`config.mk`:
```
export PLATFORM = sky130hd
export DESIGN_NAME = instr_fetch_flat
export DESIGN_NICKNAME = d
export VERILOG_FILES = /design/src/rtl/instr_fetch_if.sv /design/src/rtl/instr_fetch.sv /design/src/flat_wrapper.sv
export SDC_FILE = /design/constraint.sdc
export NUM_CORES = 1
export LEC_CHECK = 0
export ABC_AREA = 1
export BUFFER_PORTS_ARGS = -buffer_cell sky130_fd_sc_hd__buf_2
export CAP_MARGIN = 20
export CORE_ASPECT_RATIO = 2
export CORE_MARGIN = 4
export CORE_UTILIZATION = 48
export CTS_CLUSTER_DIAMETER = 120
export DETAILED_ROUTE_END_ITERATION = 6
export PLACE_DENSITY = 0.73
export SLEW_MARGIN = 20
export SYNTH_ARGS = -nofsm -noshare
export SYNTH_HDL_FRONTEND = slang
export SYNTH_SLANG_ARGS = --single-unit
```
`constraint.sdc`:
```
create_clock -name clock -period 3.97 [get_ports clock]
set_clock_uncertainty 0.2 [all_clocks]
set_input_delay 0.794 -clock clock [delete_from_list [all_inputs] [get_ports clock]]
set_output_delay 0.794 -clock clock [all_outputs]
set_load 0.01 [all_outputs]
```
`src/rtl/instr_fetch_if.sv`:
```
// Bus between the Mipu fetch stage and its environment (control, instruction memory, decode).
// The master modport is the fetch stage itself.
interface instr_fetch_if;
    logic        start;
    logic [7:0]  start_addr;
    logic        stall;
    logic        branch_taken;
    logic [7:0]  branch_target;
    logic [7:0]  im_addr;
    logic [15:0] im_data;
    logic [15:0] id_ir;
    logic [7:0]  id_pc;
    logic        id_valid;
    logic        halted;
    logic [15:0] fetch_count;

    modport master (
        input  start, start_addr, stall, branch_taken, branch_target, im_data,
        output im_addr, id_ir, id_pc, id_valid, halted, fetch_count
    );

    modport slave (
        output start, start_addr, stall, branch_taken, branch_target, im_data,
        input  im_addr, id_ir, id_pc, id_valid, halted, fetch_count
    );
endinterface

```
`src/rtl/instr_fetch.sv`:
```
// Mipu instruction-fetch stage: owns the PC, registers the IF/ID instruction word,
// and handles stall, branch redirect/flush and HALT detection.
module instr_fetch #(
    parameter logic [4:0]  HALT_OP  = 5'b00001,
    parameter logic [15:0] NOP_WORD = 16'h0000
) (
    input  logic          clock,
    input  logic          reset,
    instr_fetch_if.master bus
);

    typedef enum logic [1:0] {
        IDLE   = 2'd0,
        RUN    = 2'd1,
        HALTED = 2'd2
    } state_t;

    state_t      state, state_nxt;
    logic [7:0]  pc, pc_nxt;
    logic [15:0] ir, ir_nxt;
    logic [7:0]  ipc, ipc_nxt;
    logic        vld, vld_nxt;
    logic        hlt, hlt_nxt;
    logic [15:0] cnt, cnt_nxt;

    function automatic logic [15:0] sat_inc(input logic [15:0] v);
        return (v == 16'hFFFF) ? v : v + 16'd1;
    endfunction

    always_ff @(posedge clock or posedge reset) begin
        if (reset) state <= IDLE;
        else       state <= state_nxt;
    end

    always_comb begin
        state_nxt = state;
        pc_nxt    = pc;
        ir_nxt    = ir;
        ipc_nxt   = ipc;
        vld_nxt   = vld;
        hlt_nxt   = hlt;
        cnt_nxt   = cnt;
        case (state)
            IDLE: begin
                if (bus.start) begin
                    pc_nxt    = bus.start_addr;
                    state_nxt = RUN;
                end
            end
            RUN: begin
                // Redirect beats stall: the word on im_data is wrong-path and must be dropped.
                if (bus.branch_taken) begin
                    pc_nxt  = bus.branch_target;
                    ir_nxt  = NOP_WORD;
                    vld_nxt = 1'b0;
                end else if (!bus.stall) begin
                    ir_nxt  = bus.im_data;
                    ipc_nxt = pc + 8'd1;
                    vld_nxt = 1'b1;
                    cnt_nxt = sat_inc(cnt);
                    if (bus.im_data[15:11] == HALT_OP) begin
                        state_nxt = HALTED;
                        hlt_nxt   = 1'b1;
                    end else begin
                        pc_nxt = pc + 8'd1;
                    end
                end
            end
            HALTED: begin
                // HALT word was shown for one cycle; from here on decode sees bubbles.
                ir_nxt  = NOP_WORD;
                vld_nxt = 1'b0;
                if (bus.branch_taken) begin
                    pc_nxt    = bus.branch_target;
                    hlt_nxt   = 1'b0;
                    state_nxt = RUN;
                end else if (bus.start) begin
                    pc_nxt    = bus.start_addr;
                    hlt_nxt   = 1'b0;
                    state_nxt = RUN;
                end
            end
            default: state_nxt = IDLE;
        endcase
    end

    always_ff @(posedge clock or posedge reset) begin
        if (reset) begin
            pc  <= 8'd0;
            ir  <= NOP_WORD;
            ipc <= 8'd0;
            vld <= 1'b0;
            hlt <= 1'b0;
            cnt <= 16'd0;
        end else begin
            pc  <= pc_nxt;
            ir  <= ir_nxt;
            ipc <= ipc_nxt;
            vld <= vld_nxt;
            hlt <= hlt_nxt;
            cnt <= cnt_nxt;
        end
    end

    assign bus.im_addr     = pc;
    assign bus.id_ir       = ir;
    assign bus.id_pc       = ipc;
    assign bus.id_valid    = vld;
    assign bus.halted      = hlt;
    assign bus.fetch_count = cnt;

endmodule

```
`src/flat_wrapper.sv`:
```
// flat-port wrapper written by rule: the top's interface ports become plain ports
module instr_fetch_flat 
#(
    parameter logic [4:0]  HALT_OP  = 5'b00001,
    parameter logic [15:0] NOP_WORD = 16'h0000
)
  (clock, reset, bus_start, bus_start_addr, bus_stall, bus_branch_taken, bus_branch_target, bus_im_data, bus_im_addr, bus_id_ir, bus_id_pc, bus_id_valid, bus_halted, bus_fetch_count);
  instr_fetch_if bus_i ();
  input  logic clock;
  input  logic reset;
  input wire logic [$bits(bus_i.start)-1:0] bus_start;
  input wire logic [$bits(bus_i.start_addr)-1:0] bus_start_addr;
  input wire logic [$bits(bus_i.stall)-1:0] bus_stall;
  input wire logic [$bits(bus_i.branch_taken)-1:0] bus_branch_taken;
  input wire logic [$bits(bus_i.branch_target)-1:0] bus_branch_target;
  input wire logic [$bits(bus_i.im_data)-1:0] bus_im_data;
  output wire logic [$bits(bus_i.im_addr)-1:0] bus_im_addr;
  output wire logic [$bits(bus_i.id_ir)-1:0] bus_id_ir;
  output wire logic [$bits(bus_i.id_pc)-1:0] bus_id_pc;
  output wire logic [$bits(bus_i.id_valid)-1:0] bus_id_valid;
  output wire logic [$bits(bus_i.halted)-1:0] bus_halted;
  output wire logic [$bits(bus_i.fetch_count)-1:0] bus_fetch_count;
  assign bus_i.start = bus_start;
  assign bus_i.start_addr = bus_start_addr;
  assign bus_i.stall = bus_stall;
  assign bus_i.branch_taken = bus_branch_taken;
  assign bus_i.branch_target = bus_branch_target;
  assign bus_i.im_data = bus_im_data;
  assign bus_im_addr = bus_i.im_addr;
  assign bus_id_ir = bus_i.id_ir;
  assign bus_id_pc = bus_i.id_pc;
  assign bus_id_valid = bus_i.id_valid;
  assign bus_halted = bus_i.halted;
  assign bus_fetch_count = bus_i.fetch_count;
  instr_fetch #(.HALT_OP(HALT_OP), .NOP_WORD(NOP_WORD)) u_core (.clock(clock), .reset(reset), .bus(bus_i));
endmodule
```
## Yosys cells after proc, flatten, opt, wreduce, memory -nomap -nowiden

Index checks and enable logic that the tools add are counted.
Widths: inputs -> output; s select.

| cells by class | value |
|---|---|
| add/sub/neg operators | 2 |
| eq/ne operators | 10 |
| muxes and demuxes | 24 |
| bitwise gates (word level) | 3 |
| reductions and logical operators | 9 |

Operator list:

| cell | count |
|---|---|
| $mux 8 | 5 |
| $mux 16 | 2 |
| $pmux 16 s2 | 1 |
| $pmux 8 s3 | 1 |
| $add 16x1->16 const B | 1 |
| $eq 16x16->1 const B | 1 |
| $mux 2 | 5 |
| $ne 3x3->1 const B | 3 |
| $reduce_and 3->1 | 3 |
| $add 8x1->8 const B | 1 |
| $mux 1 | 7 |
| $pmux 2 s3 | 1 |
| $eq 5x1->1 const B | 1 |
| $reduce_and 5->1 | 1 |
| $ne 2x2->1 const B | 2 |
| $pmux 1 s2 | 2 |
| $reduce_and 4->1 | 1 |
| $not 1->1 | 3 |
| $reduce_bool 3->1 | 1 |
| $eq 2x1->1 const B | 1 |
| $eq 2x2->1 const B | 1 |
| $logic_not 2->1 | 1 |
| $ne 2x1->1 const B | 1 |
| $reduce_and 2->1 | 1 |
| $reduce_bool 2->1 | 1 |

| word-level totals | value |
|---|---|
| bits in registers | 52 |
| input bits | 37 |
| output and inout bits | 50 |
| logic and storage cells | 55 |

## Logic depth before layout (Yosys ltp)

Gate-level depths: netlist (run 1).

| logic depth | value |
|---|---|
| depth after elaboration | 5 |
| depth in mapped cells | 11 |
| depth with buffers taken out | 10 |

## Worst setup path after synthesis (run 1)

OpenSTA, ideal clock, no wires.

| path | value |
|---|---|
| path kind | input port to flip-flop |
| start point | input bus_branch_taken |
| end point | register u_core.cnt[0] (netlist: u_core.bus.fetch_count[0]) |
| library setup time | 0.117 ns |
| arrival | 1.653 ns |
| required time | 3.653 ns |
| slack | 2.001 ns |
| cell stages on the path | 5 |
| path buffers | 1 |
| cell sequence | nor3_4 -> o21ai_2 -> buf_2 -> nand3_1 -> nand2_1 |

| between the ends | value |
|---|---|
| word-level cells in the longest chain between the ends | 2 |

RTL lines:

| item | line | RTL |
|---|---|---|
| from (decl) | flat_wrapper.sv:14 | `input wire logic [$bits(bus_i.branch_taken)-1:0] bus_branch_taken;` |
| $not 1->1 (no line) | n/a |  |
| $reduce_and 4->1 (no line) | n/a |  |
| to (signal assigned) | instr_fetch.sv:101 | `cnt <= cnt_nxt;` |
| to (decl) | instr_fetch.sv:24 | `logic [15:0] cnt, cnt_nxt;` |

Every way passes these cells.
A chain may end at the register's enable or synchronous reset.

## Worst setup path in the final report (run 1)

| path | value |
|---|---|
| start point | register u_core.state[1] |
| end point | register u_core.cnt[13] (netlist: u_core.bus.fetch_count[13]) |

| between the ends | value |
|---|---|
| word-level cells in the longest chain between the ends | 2 |

RTL lines:

| item | line | RTL |
|---|---|---|
| from (decl) | instr_fetch.sv:18 | `state_t state, state_nxt;` |
| from (signal assigned) | instr_fetch.sv:32 | `else state <= state_nxt;` |
| $eq 2x1->1 | instr_fetch.sv:43 | `case (state)` |
| $reduce_and 4->1 (no line) | n/a |  |

Every way passes these cells.

==> results of run 1 <==
-- stage by stage --
stage / instances / util, %
2_1_floorplan: 411 / -
3_3_place_gp: 571 / 57.4
3_5_place_dp: 571 / 57.4
4_1_cts: 579 / 60.2
5_1_grt: 579 / 60.4
6_report: 579 / 60.4
-- cell usage in the layout, fill, tap and decap left out, drive strengths merged --
cell type  synthesis  routed
nand2            137     137
buf                6      86
nand3             71      71
dfrtp             52      52
inv               47      48
nor2              35      35
o21ai             29      29
xor2               7       7
xnor2              6       6
ha                 6       6
clkbuf             4       6
nand4              4       4
a21oi              3       3
nor3               1       1
o22ai              1       1
or2                1       1
a31oi              1       1
bufinv             0       1
-- cell families (layout without fill, tap and decap cells) --
kind of cell | after synthesis | count (layout) | synth area share, %
AOI/OAI and AO/OA | 34 | 34 | 6.13
xor gates and xnor gates | 13 | 13 | 3.79
adders and majority gates | 6 | 6 | 2.50
buffers and inverters | 57 | 141 | 7.96
DFF | 52 | 52 | 43.4
and+or+nand+nor | 249 | 249 | 36.3
-- sequential cells by signal, summed over array words and instances, names as in the netlist --
register and cells:
u_core.bus.halted 1, u_core.bus.id_valid 1, u_core.bus.im_addr 8, u_core.bus.fetch_count 16, u_core.bus.id_ir 16, u_core.bus.id_pc 8
u_core.state 2
-- worst max-delay path, stage by stage (launching register included) --
cell and delay (ns):
dfrtp_1 0.40, inv_1 0.12, ha_1 0.29, inv_2 0.11, nor3_4 0.36, o21ai_2 0.34
nand2_4 0.31, nand2_1 0.10, nand2_1 0.06
-- layer usage --
layer	wire (um)	share of wire [%]
met1	2910	37
met2	4360	55
met3	344	4.4
met4	278	3.5
met5	0	0
-- worst max path at each step --
stage	cells past startpoint	endpoint	slack [ns]	start
global placement	5	u_core.bus.id_ir[13]$_DFFE_PP0P_	1.37	bus_branch_taken
CTS	7	u_core.bus.id_ir[7]$_DFFE_PP0P_	1.48	u_core.state[1]$_DFFE_PP0P_
finish	8	u_core.bus.fetch_count[13]$_DFFE_PP0P_	1.61	u_core.state[1]$_DFFE_PP0P_
floorplan	1	u_core.bus.fetch_count[0]$_DFFE_PP0P_	1.72	reset
global route	8	u_core.bus.fetch_count[8]$_DFFE_PP0P_	1.37	u_core.state[1]$_DFFE_PP0P_
detailed placement	5	u_core.bus.id_ir[7]$_DFFE_PP0P_	1.28	bus_branch_taken
-- power groups by stage --
stage	combinational, mW	clock, mW	sequential [mW]
detailed placement	1.09	0	0.893
CTS	1.09	0.509	0.886
global placement	1.06	0	0.891
global route	1.24	0.533	0.910
finish	1.09	0.496	0.889
floorplan	0.651	0	0.953
-- layout make-up --
class	count	area (um^2)	area share, %
inverters	47	179	4.90
flip-flops and latches	52	1300	35.6
clock buffers	6	129	3.53
repair buffers	86	430	11.8
clock inverters	2	38.8	1.06
well taps	84	105	2.88
multi-input cells	302	1470	40.3
==> run_results.csv, run 1 <==
group,metric,value,unit
drt,vias,2940,
critical_path,r2r-start,"u_core.state[1]$_DFFE_PP0P_",
critical_path,r2r-end,"u_core.bus.fetch_count[13]$_DFFE_PP0P_",
global_routing,grt_max_degree,53,
global_routing,use_met3,3.75,%
timing,max_freq,423,MHz
clock_tree,clk_pin_slew,0.07,ns
min_path,min_from,"u_core.bus.id_pc[2]$_DFFE_PP0P_",
timing,hold_slack,0.274,ns
global_routing,met2_usage,39.9,%
finish,finalNetCount,537,
power_and_ir_drop,powerDensity,676,nW/um^2
drt,detail_route.first_pass.iterations,6,
logic_synthesis,synthArstFlopShare,100,%
critical_path,worstSetupPathType,"reg -> reg",
clock_tree,numCtsBuffers,5,
timing,slew_viol_final,0,
critical_path,rrSetupSlack,1.61,ns
logic_synthesis,syn-instance-count,411,
floorplanning,start_util,49.6,%
logic_synthesis,yosys_warnings,0,
power_and_ir_drop,ir_worst_vdd,561,uV
place,placed_cell_area,3480,um^2
timing,rsz0062_at_grt,"no",
logic_synthesis,syn-cell-area,3000,um^2
timing,fin_crit,2.36,ns
logic_synthesis,synth.avg_cell_area,7.30,um^2
place,io_buffers,86,
power_and_ir_drop,pwr-share-clk,20.1,%
clock_tree,clock_latency,0.29,ns
floorplanning,die_area,7660,um^2
global_routing,track_usage,21.6,%
finish,drive_above_1_share,24.0,%
drt,wirelength,7.89,mm
timing,tightest_slew,0.785,ns
timing,slew_headroom,47.6,%
clock_tree,cts_tree,"yes",
logic_synthesis,ys.flop_type,"dfrtp_1",
critical_path,cp-end-kind,"flop",
global_routing,top_usage_layer,"met2",
finish,fillers,593,
run,drv_cap,0,
timing,hold_violations,0,
drt,drt-initial-drc-count,205,
drt,wl_per_cell,13.6,um
clock_tree,clockBufferDepth,2,
critical_path,r2r_cells,8,
global_routing,antenna_found_initial,0,
power_and_ir_drop,switchingPower,1.07,mW
clock_tree,ctsHoldBuffers,0,
power_and_ir_drop,combPwrFrac,44.0,%
drt,vias_per_cell,5.08,
logic_synthesis,syn-num-nets,454,
critical_path,cp.required,4.00,ns
critical_path,cp_data_arrival_time,2.40,ns
logic_synthesis,ys_seq_area_share,43.4,%
logic_synthesis,synth_top_area_cell,"dfrtp_1",
finish,fin_area,3650,um^2
timing,setup-violations-final,0,
finish,n_antenna_cell,0,
power_and_ir_drop,seqPwrFrac,35.9,%
global_routing,grt_pass1_vias,2944,
clock_tree,ctsResizeCount,0,
logic_synthesis,yosysTopAreaCellShare,43.4,%
place,dp.final_hpwl,6.10,mm
logic_synthesis,yosysUniqueCellTypes,25,
power_and_ir_drop,power,2.47,mW
floorplanning,dieHeight,120,um
logic_synthesis,synth_area_leaders,"dfrtp_1 43%, nand2_1 16%, nand3_1 12%, inv_1 5.3%, o21ai_0 4.5%",
floorplanning,num_rows,40,
global_routing,met1_usage,22.4,%
logic_synthesis,ys_ff_latch,52,
critical_path,critPathLaunchType,"flop",
floorplanning,die_width,63.9,um
clock_tree,cts_max_level,2,
clock_tree,cts_num_sinks,52,
global_routing,grt_pass1_wl,13.2,mm
logic_synthesis,ys_top_cells_by_count,"125 x nand2_1, 71 x nand3_1, 52 x dfrtp_1",
drt,postRouteAntennaNets,0,
power_and_ir_drop,p_sw_share,43.2,%
clock_tree,clockRootBuffer,"clkbuf_16",
finish,syn2layout_area_growth,21.8,%
global_routing,gr-total-overflow,0,
logic_synthesis,yosysMostFrequentCell,"nand2_1",
critical_path,cp_max_fo,17,
logic_synthesis,synth_edf_count,0,
timing,timing.final.crit_share,59.5,%
floorplanning,coreArea,6060,um^2
place,dp_slack,1.28,ns
floorplanning,pin_count,87,
timing,setup_ws,1.61,ns
drt,drc,0,
min_path,hold_path_end,"u_core.bus.id_pc[2]$_DFFE_PP0P_",
power_and_ir_drop,power.leakage,2.03,nW
status,status,"finished clean",
min_path,holdCritPathClass,"reg -> reg",
place,gp_congestion,0.926,
min_path,hold_path_depth,2,
timing,fin_tns_setup,0,ns
clock_tree,cts_setup_buffers,0,
power_and_ir_drop,p_int,1.41,mW
Note: power is estimated with default switching activity, not from simulation.
==> run 2: changes to the inputs <==
- CORE_UTILIZATION: 48 -> 47
- PLACE_DENSITY: 0.73 -> 0.74
- clock period: 3.97 -> 2.1 ns (I/O delays scaled with it)
==> run 2 against run 1 <==
  * Clock power grew 65%
  * Via count grew 1.3%
  * Cell count grew 2.4%
  * Count of clock-buffer cells in the layout is the same
  * Critical endpoint is now u_core.state[1]$_DFFE_PP0P_
  * Highest routed layer unchanged
==> run_results.csv, run 2 (same netlist as run 1, synthesis figures left out) <==
group,metric,value,unit
critical_path,max_stage_delay,0.42,ns
global_routing,track_usage,21.8,%
clock_tree,cts_num_sinks,52,
timing,rsz0062_at_grt,"no",
floorplanning,num_rows,41,
power_and_ir_drop,switchingPower,2.04,mW
clock_tree,cts_max_level,2,
place,io_buffers,86,
power_and_ir_drop,p_int,2.64,mW
floorplanning,die_area,7810,um^2
critical_path,crit_chain,"inv_1 > ha_1 > inv_1 > nor2_1 > buf_4 > o21ai_0 > nand2_1 > nand3_1 > o21ai_0",
global_routing,grt_max_degree,34,
timing,slew_viol_final,0,
global_routing,antenna_found_initial,0,
timing,hold_slack,0.159,ns
finish,final_common_cell,"nand2_1",
clock_tree,numCtsBuffers,5,
critical_path,worstSetupPathType,"reg -> reg",
power_and_ir_drop,p_sw_share,43.6,%
critical_path,critPathLaunchType,"flop",
clock_tree,clock_latency,0.30,ns
critical_path,cp_max_fo,8,
min_path,min_from,"bus_im_data[2]",
critical_path,cpMaxStageDelayCell,"dfrtp_1",
global_routing,grt_pass1_vias,2901,
drt,drt-initial-drc-count,137,
critical_path,cp-end-kind,"flop",
critical_path,cp_data_arrival_time,1.95,ns
clock_tree,cts_tree,"yes",
finish,fin_area,3740,um^2
drt,drc,0,
timing,setup-violations-final,0,
floorplanning,coreArea,6260,um^2
power_and_ir_drop,pwr-share-clk,17.5,%
power_and_ir_drop,combPwrFrac,46.8,%
finish,n_antenna_cell,0,
floorplanning,pin_count,87,
place,dp.final_hpwl,6.34,mm
finish,fillers,614,
clock_tree,clockBufferDepth,2,
status,status,"finished clean",
drt,vias_per_cell,5.02,
critical_path,cp_num_buf_inv,3,
critical_path,crit_start,"u_core.state[0]$_DFFE_PP0P_",
timing,tightest_slew,0.496,ns
place,dp_slack,0.0966,ns
timing,slew_headroom,66.9,%
floorplanning,start_util,48.0,%
finish,finalNetCount,549,
timing,setup_ws,0.155,ns
power_and_ir_drop,power.leakage,2.07,nW
clock_tree,clockRootBuffer,"clkbuf_16",
finish,regArea,1300,um^2
timing,hold_violations,0,
drt,postRouteAntennaNets,0,
global_routing,gr-total-overflow,0,
power_and_ir_drop,powerDensity,1250,nW/um^2
power_and_ir_drop,power,4.67,mW
drt,wirelength,8.04,mm
clock_tree,clk_pin_slew,0.07,ns
clock_tree,cts_setup_buffers,0,
timing,max_freq,514,MHz
drt,wl_per_cell,13.6,um
critical_path,cp.required,2.10,ns
floorplanning,dieHeight,121,um
timing,fin_tns_setup,0,ns
run,drv_cap,0,
finish,multi_input_area,1480,um^2
power_and_ir_drop,ir_worst_vdd,710,uV
critical_path,rrSetupSlack,0.15,ns
place,gp_congestion,0.932,
finish,syn2layout_area_growth,24.8,%
critical_path,critPathTopFamily,"flip-flops",
drt,vias,2979,
timing,timing.final.crit_share,92.6,%
timing,fin_crit,1.95,ns
global_routing,grt_pass1_wl,13.2,mm
drt,detail_route.first_pass.iterations,4,
place,placed_cell_area,3570,um^2
finish,drive_above_1_share,26.0,%
critical_path,r2r-start,"u_core.state[0]$_DFFE_PP0P_",
floorplanning,die_width,64.5,um
power_and_ir_drop,seqPwrFrac,35.7,%
finish,mostFrequentLayoutCells,"125 x nand2_1, 86 x buf_2, 71 x nand3_1",
min_path,holdCritPathClass,"in -> reg",
run 2: metal layers:
layer | GRT usage [%] | up-vias | share of wire [%]
met1 | 22.0 | 1370 | 37
met4 | 11.4 | 0 | 3.4
met3 | 3.15 | 17 | 4.1
li1 | - | 1500 | -
met5 | 0 | - | 0
met2 | 41.6 | 92 | 56
run 2: worst paths after layout:
| check | end | depth (start not counted) |
|---|---|---|
| max | u_core.state[1]$_DFFE_PP0P_ | 9 |
| min | u_core.bus.id_ir[2]$_DFFE_PP0P_ | 3 |
| max reg2reg | u_core.state[1]$_DFFE_PP0P_ | 9 |
| min reg2reg | u_core.bus.id_pc[7]$_DFFE_PP0P_ | 2 |
| max in group asynchronous | u_core.bus.fetch_count[14]$_DFFE_PP0P_ | 4 |
| min in group asynchronous | u_core.bus.id_ir[2]$_DFFE_PP0P_ | 3 |
run 2: worst min-delay path, delay by kind of cell:
| kind | cells | cell delay (ns) |
|---|---|---|
| compound gates | 1 | 0.06 |
| simple gates | 1 | 0.06 |
| buf+inv | 1 | 0.08 |
run 2: cell type report:
class                      instances  area share [%]
inverter                          47            4.71
multi-input combinational        302            39.5
timing repair buffer              98            14.3
tap                               86            2.87
sequential                        52            34.7
clock inverter                     2           0.434
clock buffer                       6            3.44
run 2: per-stage QoR:
| stage | std cells | utilization [%] |
|---|---|---|
| final | 593 | 59.8 |
| after global routing | 593 | 59.8 |
| after CTS | 593 | 59.6 |
| after detailed placement | 584 | 57.1 |
| after global placement | 584 | 57.1 |
| after floorplan | 411 | - |
run 2: power groups by stage:
stage          clock (mW)  sequential [mW]  combinational, mW
2_1_floorplan           0             1.80               1.23
3_3_place_gp            0             1.67               2.12
3_5_place_dp            0             1.69               2.16
4_1_cts             0.842             1.67               2.18
5_1_grt             0.876             1.72               2.47
6_report            0.818             1.67               2.19
run 2: timing repair:
| item | in CTS | in global routing |
|---|---|---|
| hold endpoints to repair | 22 | 0 |
| resized for setup | 0 | 5 |
| setup endpoints to repair | 0 | 5 |
| hold buffers | 1 | 0 |
